File: config.mk
export PLATFORM = sky130hd
export DESIGN_NAME = mem_access_sched
export DESIGN_NICKNAME = d
export VERILOG_FILES = /design/src/rtl/mem_access_sched.sv
export SDC_FILE = /design/constraint.sdc
export NUM_CORES = 1
export LEC_CHECK = 0
export CAP_MARGIN = 20
export CORE_MARGIN = 5
export CORE_UTILIZATION = 46
export CTS_CLUSTER_SIZE = 20
export DETAILED_ROUTE_END_ITERATION = 6
export GPL_TIMING_DRIVEN = 0
export PLACE_DENSITY_LB_ADDON = 0.3
export SKIP_LAST_GASP = 1
export SLEW_MARGIN = 40
export SYNTH_ARGS = -nofsm -noshare
export SYNTH_HDL_FRONTEND = slang
export SYNTH_SLANG_ARGS = --single-unit
export TNS_END_PERCENT = 5
File: constraint.sdc
create_clock -name clk -period 2.5 [get_ports clk]
set_clock_uncertainty 0.2 [all_clocks]
set_input_delay 0.375 -clock clk [delete_from_list [all_inputs] [get_ports clk]]
set_output_delay 0.375 -clock clk [all_outputs]
set_load 0.02 [all_outputs]
File: src/rtl/mem_access_sched.sv
// Round-robin, release-time-gated scheduler sharing one RAM port among NUM_LANES delayed-access FIFOs.
// Grants are decided combinationally and registered; the granted lane is masked for one cycle while its FIFO head refreshes.
module mem_access_sched #(
    parameter int unsigned NUM_LANES = 4,
    parameter int unsigned ADDR_W    = 5,
    parameter int unsigned TIME_W    = 16
) (
    input  logic                          clk,
    input  logic                          reset,
    input  logic                          stall_i,
    input  logic [TIME_W-1:0]             count,
    input  logic [NUM_LANES-1:0]          lane_valid,
    input  logic [NUM_LANES*TIME_W-1:0]   lane_out_time,
    input  logic [NUM_LANES*ADDR_W-1:0]   lane_addr,
    output logic [NUM_LANES-1:0]          lane_pop,
    output logic                          RAM_en,
    output logic [ADDR_W-1:0]             RAM_Addr_o,
    output logic [$clog2(NUM_LANES)-1:0]  grant_lane,
    output logic                          late_o,
    output logic [15:0]                   late_cnt
);

    localparam int unsigned LW = $clog2(NUM_LANES);

    typedef enum logic [1:0] {
        IDLE  = 2'd0,
        ISSUE = 2'd1,
        STALL = 2'd2
    } state_t;

    state_t                 r_state;
    state_t                 w_state_nxt;
    logic [NUM_LANES-1:0]   r_pop;
    logic                   r_ram_en;
    logic [ADDR_W-1:0]      r_addr;
    logic [LW-1:0]          r_grant;
    logic                   r_late;
    logic [15:0]            r_late_cnt;
    logic [LW-1:0]          r_rr_ptr;
    logic [NUM_LANES-1:0]   r_mask;

    logic [TIME_W-1:0]      w_diff;
    logic [NUM_LANES-1:0]   w_due;
    logic [NUM_LANES-1:0]   w_late;
    logic [NUM_LANES-1:0]   w_elig;
    logic                   w_found;
    logic [LW-1:0]          w_gidx;
    logic [LW-1:0]          w_cand;
    logic                   w_grant;

    // Wrap-safe due test: the sign of (count - release) decides due/not-yet.
    always_comb begin
        w_diff = '0;
        w_due  = '0;
        w_late = '0;
        for (int unsigned k = 0; k < NUM_LANES; k++) begin
            w_diff    = count - lane_out_time[k*TIME_W +: TIME_W];
            w_due[k]  = ~w_diff[TIME_W-1];
            w_late[k] = w_due[k] && (w_diff != '0);
        end
    end

    assign w_elig = lane_valid & w_due & ~r_mask;

    always_comb begin
        w_found = 1'b0;
        w_gidx  = '0;
        w_cand  = '0;
        for (int unsigned i = 0; i < NUM_LANES; i++) begin
            w_cand = r_rr_ptr + LW'(i);
            if (!w_found && w_elig[w_cand]) begin
                w_found = 1'b1;
                w_gidx  = w_cand;
            end
        end
    end

    always_comb begin
        w_state_nxt = r_state;
        w_grant     = 1'b0;
        unique case (r_state)
            IDLE, ISSUE: begin
                if (stall_i) begin
                    w_state_nxt = STALL;
                end else if (w_found) begin
                    w_state_nxt = ISSUE;
                    w_grant     = 1'b1;
                end else begin
                    w_state_nxt = IDLE;
                end
            end
            // Releasing the stall arbitrates in the same cycle.
            STALL: begin
                if (stall_i) begin
                    w_state_nxt = STALL;
                end else if (w_found) begin
                    w_state_nxt = ISSUE;
                    w_grant     = 1'b1;
                end else begin
                    w_state_nxt = IDLE;
                end
            end
            default: w_state_nxt = IDLE;
        endcase
    end

    always_ff @(posedge clk or posedge reset) begin
        if (reset) begin
            r_state    <= IDLE;
            r_pop      <= '0;
            r_ram_en   <= 1'b0;
            r_addr     <= '0;
            r_grant    <= '0;
            r_late     <= 1'b0;
            r_late_cnt <= '0;
            r_rr_ptr   <= '0;
            r_mask     <= '0;
        end else begin
            r_state  <= w_state_nxt;
            r_pop    <= '0;
            r_ram_en <= 1'b0;
            r_late   <= 1'b0;
            r_mask   <= '0;
            if (w_grant) begin
                r_pop    <= NUM_LANES'(1) << w_gidx;
                r_ram_en <= 1'b1;
                r_addr   <= lane_addr[w_gidx*ADDR_W +: ADDR_W];
                r_grant  <= w_gidx;
                r_late   <= w_late[w_gidx];
                r_rr_ptr <= w_gidx + LW'(1);
                r_mask   <= NUM_LANES'(1) << w_gidx;
                if (w_late[w_gidx] && (r_late_cnt != '1)) begin
                    r_late_cnt <= r_late_cnt + 16'd1;
                end
            end
        end
    end

    assign lane_pop   = r_pop;
    assign RAM_en     = r_ram_en;
    assign RAM_Addr_o = r_addr;
    assign grant_lane = r_grant;
    assign late_o     = r_late;
    assign late_cnt   = r_late_cnt;

endmodule

==> results of run 1 <==
==> flip-flops by register name, summed over array words and instances, names as in the netlist <==
name	cells
RAM_Addr_o	5
grant_lane	2
r_rr_ptr	2
RAM_en	1
late_o	1
r_mask	4
r_state	1
late_cnt	16
==> cell families (layout without fill, tap and decap cells) <==
group	count (synthesis)	after routing	share of synthesized area, %
XOR/XNOR	40	40	6.84
multiplexers	13	13	2.91
AO/OA/AOI/OAI	207	207	27.5
adder cells (fa/ha/maj)	69	69	17.4
flip-flops	32	32	15.6
buffers and inverters	98	291	7.33
AND/OR/NAND/NOR	217	217	22.4
==> how the worst max path moves through the flow <==
stage	slack [ns]	cells past startpoint	from	endpoint
3_5_place_dp	-2.37	15	count[1]	late_cnt[15]$_DFFE_PP0P_
6_report	-1.33	16	lane_out_time[16]	late_cnt[12]$_DFFE_PP0P_
3_3_place_gp	-2.22	15	count[1]	late_cnt[15]$_DFFE_PP0P_
4_1_cts	-1.15	18	count[0]	late_cnt[12]$_DFFE_PP0P_
5_1_grt	-1.46	16	lane_out_time[60]	late_cnt[9]$_DFFE_PP0P_
2_1_floorplan	-1.06	13	lane_out_time[12]	late_cnt[12]$_DFFE_PP0P_
==> worst max-delay path, cell delays in order <==
cell and delay (ns):
clkdlybuf4s15_1 0.21, ha_4 0.14, inv_2 0.04, fa_2 0.36
a21o_1 0.24, a311oi_2 0.48, o21ai_2 0.11, a21o_1 0.18
mux2i_1 0.18, o2111ai_2 0.17, o41ai_2 0.41, mux2i_2 0.16
mux2i_4 0.24, buf_12 0.16, nor4_4 0.04, mux2_4 0.30
==> Yosys cell counts (3+ instances only) <==
| master | number |
|---|---|
| nand3b_1 | 5 |
| o21bai_1 | 7 |
| a211oi_1 | 6 |
| a2111oi_0 | 4 |
| or3_1 | 3 |
| clkbuf_1 | 8 |
| xor2_1 | 27 |
| and2_1 | 5 |
| nand3_1 | 26 |
| a21oi_1 | 50 |
| o41ai_1 | 4 |
| and4_1 | 3 |
| fa_1 | 4 |
| o211ai_1 | 6 |
| nor3_2 | 5 |
| nor3b_1 | 4 |
| dfrtp_1 | 32 |
| inv_1 | 85 |
| a221oi_1 | 3 |
| o21ai_0 | 29 |
| and3_1 | 6 |
| ha_1 | 65 |
| o2111ai_1 | 5 |
| o31ai_1 | 6 |
| nor2_1 | 39 |
| o22ai_1 | 5 |
| nor2b_1 | 12 |
| mux2i_1 | 9 |
| nor4_1 | 4 |
| nand2b_1 | 18 |
| a311oi_1 | 3 |
| o21ai_1 | 20 |
| o21a_1 | 11 |
| nor3_1 | 7 |
| a21o_1 | 14 |
| xnor2_1 | 13 |
| inv_2 | 3 |
| nand4_1 | 5 |
| nand2_1 | 64 |
==> placed cells by master (no fill, tap or decap), types with 13 or more instances in the layout <==
master and count:
ha_1 35, nor2_1 36, buf_4 50, a21oi_1 37
nand2_1 62, nand2b_1 16, clkdlybuf4s50_1 98, inv_1 60
nand3_1 25, dfrtp_1 32, dlygate4sd2_1 24, ha_4 29
inv_2 25, o21ai_1 16, o21ai_0 26, xor2_1 26
a21o_1 13
==> through the flow <==
step           setup slack [ns]  std cells
2_1_floorplan             -1.06        676
3_3_place_gp              -2.22        951
3_5_place_dp              -2.37        951
4_1_cts                   -1.15       1009
5_1_grt                   -1.46       1009
6_report                  -1.33       1009
==> layer usage <==
metal | GRT usage (%) | up-vias | part of all wire, %
met5 | 0 | - | 0
met4 | 6.18 | 0 | 1.8
met3 | 3.08 | 27 | 6.3
met2 | 47.5 | 219 | 51
met1 | 32.1 | 2751 | 41
li1 | - | 2823 | -
==> area by class of cell <==
cell class | instances | area [sq um] | area share (%)
buffer | 8 | 41.3 | 0.517
sequential | 32 | 801 | 10.0
inverter | 88 | 353 | 4.42
clock buffer | 5 | 68.8 | 0.862
multi-input combinational | 546 | 4750 | 59.6
timing repair buffer | 187 | 1740 | 21.9
tap | 140 | 175 | 2.20
clock inverter | 3 | 42.5 | 0.533
==> repair_timing <==
| item | 4_1_cts | 5_1_grt |
|---|---|---|
| gates resized for setup | 196 | 1 |
| buffers inserted | 52 | 0 |
| setup endpoints to repair | 31 | 31 |
| pin swaps | 89 | 0 |
==> where the power goes <==
group	total [mW]	internal [mW]	switching, mW
Sequential	0.783	0.659	0.124
Clock	0.507	0.295	0.212
Combinational	2.74	1.31	1.43
Total	4.03	2.27	1.76
==> results_dict.tcl, run 1 <==
set metrics [dict create \
    crit_required_ns 2.48 \
    yosysWarnings 0 \
    violations "negative setup slack" \
    cts_buffers 5 \
    final_nets 1044 \
    power.leakage_nw 3.52 \
    cts-root-buf "clkbuf_8" \
    slew_headroom_pct 55.4 \
    rows 38 \
    cts_sinks 32 \
    critPathMaxFanout 6 \
    ys_seq_area_share_pct 15.6 \
    dp_hpwl_um 13000 \
    worstMarginPinSlew_ns 0.668 \
    syn-num-nets 852 \
    max_freq_ghz 0.261 \
    drive_above_1_share_pct 24.6 \
    drt.antenna.violating_nets 0 \
    rsz0062_at_grt "yes" \
    synthTopCellsByArea "ha_1 (16%), dfrtp_1 (16%), inv_1 (6.2%), a21oi_1 (4.9%), nand2_1 (4.7%)" \
    syn_area_sq_mm 0.00512 \
    antenna_found_initial 0 \
    synth_seq_cells 32 \
    synth.distinct_cells 79 \
    core-area_sq_mm 0.0109 \
    worstPathArrival_ns 3.81 \
    io-pin-count 136 \
    final.setup.tns_ns -37.47 \
    io_buffers 135 \
    clk_path_buf_depth 2 \
    overflow 0 \
    setup_viol 31 \
    status "finished with violations" \
    n_fill_cell 816 \
    cap_viol_max_count 0 \
    r2r_end "late_cnt[9]$_DFFE_PP0P_" \
    cp-end-kind "flip-flop" \
    r2r_cells 10 \
    initialDrtViolationCount 401 \
    timing.rr.start "r_mask[1]$_DFF_PP0_" \
    die_x_um 116 \
    wl_per_cell_um 17.5 \
    dr_total_vias 5820 \
    drtPass1Iterations 5 \
    crit_path_start_kind "input port" \
    drc 0 \
    irDropWorstVdd_v 0.000641 \
    track_usage_pct 25.8 \
    viasPerCell 5.77 \
    synth_top_area_share_pct 15.9 \
    synth_async_sr_flop_share_pct 100 \
    ctsHoldBuffers 0 \
    synth.largest_area_cell "ha_1" \
    crit_type "in -> reg" \
    hp-start "r_state[1]$_DFF_PP0_" \
    setup_ws_ns -1.33 \
    syn2layout_area_growth_pct 55.8 \
    min_to "r_state[1]$_DFF_PP0_" \
    rrSetupSlack_ns -0.40 \
    start_util_pct 47.0 \
    grt_pass1_vias 5903 \
    clkTransAtPathRegs_ns 0.07 \
    die_area_sq_mm 0.0133 \
    finalMaxSlewViolations 0 \
    synth_edf_count 0 \
    die-height_um 116 \
    finalInstanceArea_sq_mm 0.00798 \
    dpl-instance-area_sq_mm 0.00685 \
    grt_pass1_wl_um 28200 \
    hold_depth 1 \
    hold_class "reg -> reg" \
    fin_crit_ns 3.83 \
    power.density_mw_per_mm2 505 \
    syn_avg_cell_area_sq_um 7.58 \
    cts_tree "yes" \
    synthCells 676 \
    p_total_mw 4.03 \
    hold_violations 0 \
    drt-total-wl_um 17700 \
    whs_ns 0.265 \
    ys.flop_type "dfrtp_1" \
    period_share_pct 153 \
    antennaDiodeCount 0 \
    fin_util_pct 73.3 \
    clk_latency_ns 0.29 \
    grt_max_degree 33 \
    place_congestion 0.925 \
    htreeDepth 2 \
]
No activity file was read; power rests on OpenSTA's default activity.
==> run 2: changes to the inputs <==
- CORE_UTILIZATION: 46 -> 55
- DONT_BUFFER_PORTS: default -> 1
==> run 2 against run 1 <==
The flow still finishes with violations (negative setup slack). Fmax up 7.2%. Non-clock buffer count down 166. Flip-flop and latch count unchanged. Sequential share of layout area up 3.4 points. Critical endpoint unchanged. Highest routed layer unchanged. Routed wire length down 17%. Largest cell class unchanged. Count of clock-buffer cells in the layout up 1. Critical path type unchanged. Setup slack better by 0.26 ns.
==> results_dict.tcl, run 2 (same netlist as run 1, synthesis figures left out) <==
set metrics [dict create \
    status "finished with violations" \
    violations "negative setup slack" \
    finalMaxSlewViolations 0 \
    hold_violations 0 \
    path_cells "clkinvlp_4 > ha_4 > inv_1 > fa_2 > a21o_1 > buf_4 > a21oi_1 > xor2_1 > o31ai_1 > nor4_2 > o2111ai_2 > o41ai_4 > mux2i_2 > mux2i_4 > buf_12 > nor4_4 > mux2_4" \
    rsz0062_at_grt "yes" \
    final_nets 878 \
    htreeDepth 2 \
    track_usage_pct 24.5 \
    start_util_pct 56.0 \
    final_cell_mix "inv_1 (79), nand2_1 (63), ha_1 (53), a21oi_1 (43), nor2_1 (37)" \
    antenna_found_initial 0 \
    cts_sinks 32 \
    initialDrtViolationCount 259 \
    dp_hpwl_um 11700 \
    fin_util_pct 64.9 \
    max_freq_ghz 0.280 \
    die-height_um 107 \
    dp.cells 787 \
    grt.met1_usage_pct 31.5 \
    hold_class "in -> reg" \
    crit_slowest_cell "o41ai_4" \
    viasPerCell 6.31 \
    dr_total_vias 5130 \
    power.density_mw_per_mm2 538 \
    p_total_mw 3.19 \
    grt_pass1_vias 4973 \
    period_share_pct 143 \
    irDropWorstVdd_v 0.000698 \
    wl_per_cell_um 18.2 \
    drtPass1Iterations 5 \
    rows 35 \
    crit_buf_inv 4 \
    cp_top_family "compound AO/OA/AOI/OAI gates" \
    grt_max_degree 33 \
    critical_path.max_stage_delay_ns 0.36 \
    setup_ws_ns -1.07 \
    slew_headroom_pct 55.2 \
    clk_latency_ns 0.29 \
    clkTransAtPathRegs_ns 0.06 \
    dpl-instance-area_sq_mm 0.00546 \
    use_met3_pct 3.89 \
    setup_viol 31 \
    drc 0 \
    power.leakage_nw 2.76 \
    drive_above_1_share_pct 15.4 \
    crit_required_ns 2.47 \
    finalInstanceArea_sq_mm 0.00594 \
    grt_busiest_layer "met2" \
    final.setup.tns_ns -29.46 \
    worstMarginPinSlew_ns 0.672 \
    antennaDiodeCount 0 \
    cts-root-buf "clkbuf_8" \
    fin_crit_ns 3.57 \
    syn2layout_area_growth_pct 16.0 \
    use_met2_pct 42.9 \
    worstPathArrival_ns 3.54 \
    critPathMaxFanout 7 \
    io_buffers 0 \
    grt_pass1_wl_um 22900 \
    cap_viol_max_count 0 \
    die_x_um 107 \
    overflow 0 \
    final_cells 813 \
    drt-total-wl_um 14800 \
    core-area_sq_mm 0.00915 \
    largest_reg_flops 16 \
    cts_buffers 5 \
    cts_tree "yes" \
    drt.antenna.violating_nets 0 \
    place_congestion 0.920 \
    die_area_sq_mm 0.0113 \
    clk_path_buf_depth 2 \
    final_common_cell "inv_1" \
    crit_path_start_kind "input port" \
    io-pin-count 136 \
    cp-end-kind "flip-flop" \
    crit_type "in -> reg" \
]
## run 2: path summary, 6_finish.rpt
path,from,to,slack [ns],cells past startpoint
max,count[0],late_cnt[12]$_DFFE_PP0P_,-1.07,17
min reg2reg,r_state[1]$_DFF_PP0_,r_state[1]$_DFF_PP0_,0.28,1
min in group asynchronous,reset,RAM_en$_DFF_PP0_,0.46,2
max in group asynchronous,reset,late_cnt[12]$_DFFE_PP0P_,1.21,2
min,stall_i,r_state[1]$_DFF_PP0_,0.04,1
max reg2reg,r_mask[1]$_DFF_PP0_,late_cnt[14]$_DFFE_PP0P_,-0.51,11
## run 2: layout make-up
cell class | count | area, sq um
buffer | 10 | 61.3
clock buffer | 6 | 72.6
clock inverter | 1 | 5.00
fill | 784 | 3210
inverter | 88 | 349
multi-input combinational | 546 | 4360
sequential | 32 | 801
tap | 111 | 139
timing repair buffer | 19 | 158
## run 2: layer usage
layer | share of wire, % | routed length [um]
met5 | 0 | 0
met3 | 6.0 | 880
met4 | 2.0 | 302
met1 | 42 | 6270
met2 | 50 | 7310
## run 2: what timing repair did
action | in CTS | in global routing
endpoints found under the hold margin | 32 | 0
hold buffers | 1 | 0
buffers inserted | 12 | 6
gates resized for setup | 31 | 17
pin swaps | 17 | 12
endpoints found under the setup margin | 31 | 31
## run 2: power by group
group | internal (mW) | leakage (nW) | switching (mW) | total, mW
clock network | 0.189 | 0.0410 | 0.192 | 0.381
logic | 0.818 | 2.31 | 1.04 | 1.85
registers | 0.658 | 0.411 | 0.301 | 0.959
total | 1.67 | 2.76 | 1.53 | 3.19
## run 2: per-stage QoR
| stage | hold slack [ns] | setup WS, ns |
|---|---|---|
| 2_1_floorplan | 0.232 | -1.06 |
| 3_3_place_gp | 0.243 | -1.65 |
| 3_5_place_dp | 0.191 | -1.73 |
| 4_1_cts | 0.0400 | -1.05 |
| 5_1_grt | 0.0439 | -1.24 |
| 6_report | 0.0419 | -1.07 |
